--- src/rtl/fuzz_exception_recorder_if.sv ---
// Exception record stream: core-side pulse in, host-side valid/ready record out.
interface fuzz_exception_recorder_if;
    logic        exc_valid;
    logic [4:0]  exc_code;
    logic [31:0] exc_tval;
    logic [31:0] exc_pc;
    logic        out_valid;
    logic        out_ready;
    logic [4:0]  out_code;
    logic [31:0] out_tval;
    logic [31:0] out_pc;

    modport master (
        output exc_valid, exc_code, exc_tval, exc_pc, out_ready,
        input  out_valid, out_code, out_tval, out_pc
    );

    modport slave (
        input  exc_valid, exc_code, exc_tval, exc_pc, out_ready,
        output out_valid, out_code, out_tval, out_pc
    );
endinterface

--- src/rtl/fuzz_exception_recorder.sv ---
// Records core exception pulses into a first-word-fall-through FIFO for the host; push-to-out_valid latency 1 cycle.
// No backpressure on exceptions: a push into a full FIFO (without a same-cycle pop) is dropped and counted; dexie_stall warns early.
module fuzz_exception_recorder #(
    parameter int DEPTH        = 8,
    parameter int STALL_MARGIN = 2
) (
    input  logic                        clk,
    input  logic                        rst,
    fuzz_exception_recorder_if.slave    bus,
    input  logic                        clear,
    output logic                        dexie_stall,
    output logic [31:0]                 exc_count,
    output logic [15:0]                 drop_count,
    output logic                        overflow
);
    localparam int AW = $clog2(DEPTH);
    localparam logic [AW:0] FULL_OCC  = (AW+1)'(DEPTH);
    localparam logic [AW:0] STALL_OCC = (AW+1)'(DEPTH - STALL_MARGIN);

    typedef struct packed {
        logic [4:0]  code;
        logic [31:0] tval;
        logic [31:0] pc;
    } rec_t;

    rec_t          mem [DEPTH];
    rec_t          head;
    logic [AW-1:0] wr_ptr;
    logic [AW-1:0] rd_ptr;
    logic [AW:0]   occ;
    logic [AW:0]   occ_next;
    logic          pop;
    logic          accept;
    logic          reject;

    // A full FIFO still takes a push when the head leaves on the same edge.
    assign pop    = bus.out_valid && bus.out_ready;
    assign accept = bus.exc_valid && ((occ != FULL_OCC) || pop);
    assign reject = bus.exc_valid && !accept;

    always_comb begin
        occ_next = occ;
        case ({accept, pop})
            2'b10:   occ_next = occ + 1'b1;
            2'b01:   occ_next = occ - 1'b1;
            default: occ_next = occ;
        endcase
    end

    always_ff @(posedge clk) begin
        if (rst || clear) begin
            wr_ptr      <= '0;
            rd_ptr      <= '0;
            occ         <= '0;
            dexie_stall <= 1'b0;
            exc_count   <= '0;
            drop_count  <= '0;
            overflow    <= 1'b0;
        end else begin
            if (accept) begin
                wr_ptr <= wr_ptr + 1'b1;
            end
            if (pop) begin
                rd_ptr <= rd_ptr + 1'b1;
            end
            occ         <= occ_next;
            dexie_stall <= (occ_next >= STALL_OCC);
            if (accept && (exc_count != '1)) begin
                exc_count <= exc_count + 1'b1;
            end
            if (reject) begin
                overflow <= 1'b1;
                if (drop_count != '1) begin
                    drop_count <= drop_count + 1'b1;
                end
            end
        end
    end

    // Storage is deliberately left out of reset; stale words are masked by out_valid.
    always_ff @(posedge clk) begin
        if (accept && !rst && !clear) begin
            mem[wr_ptr] <= '{code: bus.exc_code, tval: bus.exc_tval, pc: bus.exc_pc};
        end
    end

    assign head          = mem[rd_ptr];
    assign bus.out_valid = (occ != '0);
    assign bus.out_code  = bus.out_valid ? head.code : '0;
    assign bus.out_tval  = bus.out_valid ? head.tval : '0;
    assign bus.out_pc    = bus.out_valid ? head.pc   : '0;
endmodule

--- src/flat_wrapper.sv ---
// flat-port wrapper written by rule: the top's interface ports become plain ports
module fuzz_exception_recorder_flat 
#(
    parameter int DEPTH        = 8,
    parameter int STALL_MARGIN = 2
)
  (clk, rst, clear, dexie_stall, exc_count, drop_count, overflow, bus_exc_valid, bus_exc_code, bus_exc_tval, bus_exc_pc, bus_out_ready, bus_out_valid, bus_out_code, bus_out_tval, bus_out_pc);
  fuzz_exception_recorder_if bus_i ();
  input  logic clk;
  input  logic rst;
  input  logic clear;
  output logic dexie_stall;
  output logic [31:0] exc_count;
  output logic [15:0] drop_count;
  output logic overflow;
  input wire logic [$bits(bus_i.exc_valid)-1:0] bus_exc_valid;
  input wire logic [$bits(bus_i.exc_code)-1:0] bus_exc_code;
  input wire logic [$bits(bus_i.exc_tval)-1:0] bus_exc_tval;
  input wire logic [$bits(bus_i.exc_pc)-1:0] bus_exc_pc;
  input wire logic [$bits(bus_i.out_ready)-1:0] bus_out_ready;
  output wire logic [$bits(bus_i.out_valid)-1:0] bus_out_valid;
  output wire logic [$bits(bus_i.out_code)-1:0] bus_out_code;
  output wire logic [$bits(bus_i.out_tval)-1:0] bus_out_tval;
  output wire logic [$bits(bus_i.out_pc)-1:0] bus_out_pc;
  assign bus_i.exc_valid = bus_exc_valid;
  assign bus_i.exc_code = bus_exc_code;
  assign bus_i.exc_tval = bus_exc_tval;
  assign bus_i.exc_pc = bus_exc_pc;
  assign bus_i.out_ready = bus_out_ready;
  assign bus_out_valid = bus_i.out_valid;
  assign bus_out_code = bus_i.out_code;
  assign bus_out_tval = bus_i.out_tval;
  assign bus_out_pc = bus_i.out_pc;
  fuzz_exception_recorder #(.DEPTH(DEPTH), .STALL_MARGIN(STALL_MARGIN)) u_core (.clk(clk), .rst(rst), .bus(bus_i), .clear(clear), .dexie_stall(dexie_stall), .exc_count(exc_count), .drop_count(drop_count), .overflow(overflow));
endmodule
--- config.mk ---
export PLATFORM = sky130hd
export DESIGN_NAME = fuzz_exception_recorder_flat
export DESIGN_NICKNAME = d
export VERILOG_FILES = /design/src/rtl/fuzz_exception_recorder_if.sv /design/src/rtl/fuzz_exception_recorder.sv /design/src/flat_wrapper.sv
export SDC_FILE = /design/constraint.sdc
export NUM_CORES = 1
export LEC_CHECK = 0
export ABC_AREA = 1
export CORE_MARGIN = 1
export CORE_UTILIZATION = 25
export DETAILED_ROUTE_END_ITERATION = 10
export PLACE_DENSITY = 0.47
export SLEW_MARGIN = 20
export SYNTH_ARGS = -nofsm -noshare
export SYNTH_HDL_FRONTEND = slang
export SYNTH_SLANG_ARGS = --single-unit
--- constraint.sdc ---
create_clock -name clk -period 16.19 [get_ports clk]
set_clock_uncertainty 0.1 [all_clocks]
set_input_delay 4.857 -clock clk [delete_from_list [all_inputs] [get_ports clk]]
set_output_delay 4.857 -clock clk [all_outputs]
set_load 0.03 [all_outputs]
==> impl_metrics.yaml <==
synthesis:
  ys_seq_area_share_pct: 70.8
  synth_top_cell_by_area: "edfxtp_1"
  synth-seq-cells: 615
  synthDistinctLibCells: 37
  yosysWarnings: 0
  synth-main-ff-cell: "edfxtp_1"
  synth_fp_nets: 2311
  syn-cell-area_um2: 25200
  synth_common_cells: "nor2_1, edfxtp_1, o21ai_0, nand2_1, clkbuf_1"
  synth_top_area_share_pct: 65.8
  synth_most_common_cell: "nor2_1"
  ys_top_cells_by_area: "edfxtp_1, nor2_1, o21ai_0"
  async_reset_ff_share_pct: 0
  synth_area_per_cell_um2: 11.3
  synth_edf_count: 552
  synth_cells: 2230
power_and_ir_drop:
  swShare_pct: 22.1
  power.internal_mw: 2.78
  peakVddDrop_mv: 0.0677
  seqPwrFrac_pct: 48.9
  leakage_nw: 9.88
  pwr-share-comb_pct: 5.1
  power_density_nw_per_um2: 115
  clockPowerShare_pct: 46.0
  switchingPower_uw: 787
worst_setup_path:
  reg2reg_slack_ns: 12.72
  path_max_fanout: 80
  cp.arrival_ns: 4.69
  path_class: "flop to output port"
  cp-end-kind: "output port"
  start_kind: "flop"
  cp.required_ns: 11.23
floorplan:
  row_count: 116
  die_h_um: 319
  die_area_um2: 102000
  core_um2: 100000
  die_x_um: 319
  initial_core_util_pct: 25.2
  io-pin-count: 194
clocking:
  worstSkewPairLatency_ns: 0.61
  clock_tree.buffer_depth: 3
  cts_tree: "done"
  cts_repair_resize_count: 0
  cts_root_buffer: "clkbuf_16"
  htreeDepth: 3
  cts_setup_buffers: 0
  clock_sinks: 615
  clk_pin_slew_worst_paths_ns: 0.06
  cts-hold-fix-buffers: 0
  cts_made_buffers: 72
final_layout:
  synthToLayoutAreaGrowth_pct: 22.6
  fillers: 10019
  drive_gt1_share_pct: 7.22
  final_util_pct: 30.9
  nets: 2477
hold_path:
  hold_path_class: "flop to flop"
timing:
  hold_viol: 0
  fin_ws_ns: 6.54
  rsz0062_at_grt: "false"
  min_period_ns: 9.65
  fin_crit_sh_pct: 59.6
  finalSetupViolations: 0
  timing.setup.tns_ns: 0
  tightest_slew_ns: 1.06
  max_freq_mhz: 104
  slew_viol_final: 0
  slew_headroom_pct: 29.6
flow_run:
  drv_cap: 0
global_routing:
  grt_usage_pct: 13.2
  grt_start_max_net_pins: 201
  antenna_found_initial: 11
  grt_pass1_vias: 16880
  grt_overflow: 0
  grt_pass1_wl_um: 103000
routing:
  vias_per_cell: 4.54
  drcViolationCount: 0
  dr.pass1.iters: 7
  ant_nets: 0
  wl_per_cell_um: 18.2
  routed_wl_um: 68100
  drt_iter0_markers: 926
  via_count: 17041
placement:
  post-dp-hpwl_um: 39300
  dp_worst_setup_slack_ns: 7.05
  port_buffers: 193
  place.gp.congestion: 0.808
outcome:
  status: "finished clean"
==> cells in the final DEF, fill, tap and decap left out, types with 3 or more instances in the layout <==
cell	Yosys	routed
nor2_1	566	562
edfxtp_1	552	552
o21ai_0	375	375
nand2_1	221	220
clkdlybuf4s50_1	0	193
clkbuf_16	0	72
a31oi_1	69	69
dfxtp_1	63	61
o21ai_1	51	51
inv_1	50	49
nand3_1	39	39
a21oi_1	35	35
buf_4	8	22
a21oi_2	16	16
clkbuf_1	70	16
xor2_1	13	13
clkinv_2	0	10
clkinv_1	1	9
bufinv_16	0	9
xnor2_1	8	8
nor2_4	2	6
nand4_1	6	6
ha_1	6	6
nand2_2	5	5
nor3_2	1	5
diode_2	0	3
nand2_4	2	3
inv_2	4	3
nor2_2	3	3
nor3_1	7	3
nand3b_1	3	3
inv_6	0	3
clkinvlp_4	0	3
==> cell families (layout without fill, tap and decap cells) <==
family | Yosys count | count (layout) | share of synthesized area [%]
simple gates | 859 | 859 | 13.5
fa+ha+maj | 7 | 7 | 0.377
compound gates | 547 | 547 | 11.5
xor+xnor | 21 | 21 | 0.730
flops | 615 | 615 | 70.8
other cells | 0 | 3 | 0
buf+inv | 181 | 402 | 3.12
==> power groups by stage <==
stage	Sequential [mW]	Combinational, mW	Clock (mW)
5_1_grt	1.74	0.200	1.74
4_1_cts	1.74	0.186	1.69
3_5_place_dp	1.78	0.185	0
3_3_place_gp	1.78	0.184	0
6_report	1.74	0.182	1.64
2_1_floorplan	1.78	0.0935	0
==> state kept, by name (all words and copies together) (netlist names), named ones only <==
register and flops:
u_core.exc_count 32, u_core.occ 4, u_core.dexie_stall 1, u_core.rd_ptr 3, u_core.drop_count 16, u_core.mem 552
u_core.overflow 1, u_core.wr_ptr 3
==> per-stage QoR <==
step / instances / hold WS [ns] / area [um^2] / power [mW]
3_5_place_dp: 3619 / 0.369 / 28400 / 1.96
3_3_place_gp: 3618 / 0.352 / 28400 / 1.96
5_1_grt: 3750 / 0.393 / 30900 / 3.69
4_1_cts: 3748 / 0.378 / 30800 / 3.62
2_1_floorplan: 2230 / 0.333 / 25200 / 1.87
6_report: 3752 / 0.369 / 30900 / 3.56
==> worst max-delay path: stages (launching register included) <==
cell and delay (ns):
dfxtp_4 0.79, buf_4 0.84, buf_4 0.78, nor2_1 0.11, nor2_1 0.10, o21ai_0 0.09
o21ai_0 0.10, o21ai_0 0.09, a31oi_1 0.33, clkdlybuf4s50_1 0.74
==> area by class of cell <==
class	instances	area, um^2	area share, %
sequential	615	17800	57.8
multi-input combinational	1434	6630	21.5
timing repair buffer	217	2150	6.97
clock buffer	89	1880	6.07
tap	1298	1620	5.26
clock inverter	40	531	1.72
inverter	56	224	0.725
antenna	3	7.51	0.0243
==> metal layers <==
layer  up-vias  wire length (um)  share of wire, %  GRT usage, %
met5         -                75              0.11             0
met3       103              3740               5.5          3.17
met4        14              1460               2.1          3.68
met1      8398             30200                44          17.1
met2       330             32700                48          22.0
li1       8196                 -                 -             -
==> final timing paths <==
| path | from | end | depth (start not counted) |
|---|---|---|---|
| hold / removal | u_core.rd_ptr[2] | u_core.rd_ptr[2] | 2 |
| setup reg to reg | u_core.occ[0] | u_core.mem[5][28] | 7 |
| hold reg to reg | u_core.rd_ptr[2] | u_core.rd_ptr[2] | 2 |
| setup / recovery | flop | bus_out_code[0] | 9 |
(Power assumes the default switching activity.)
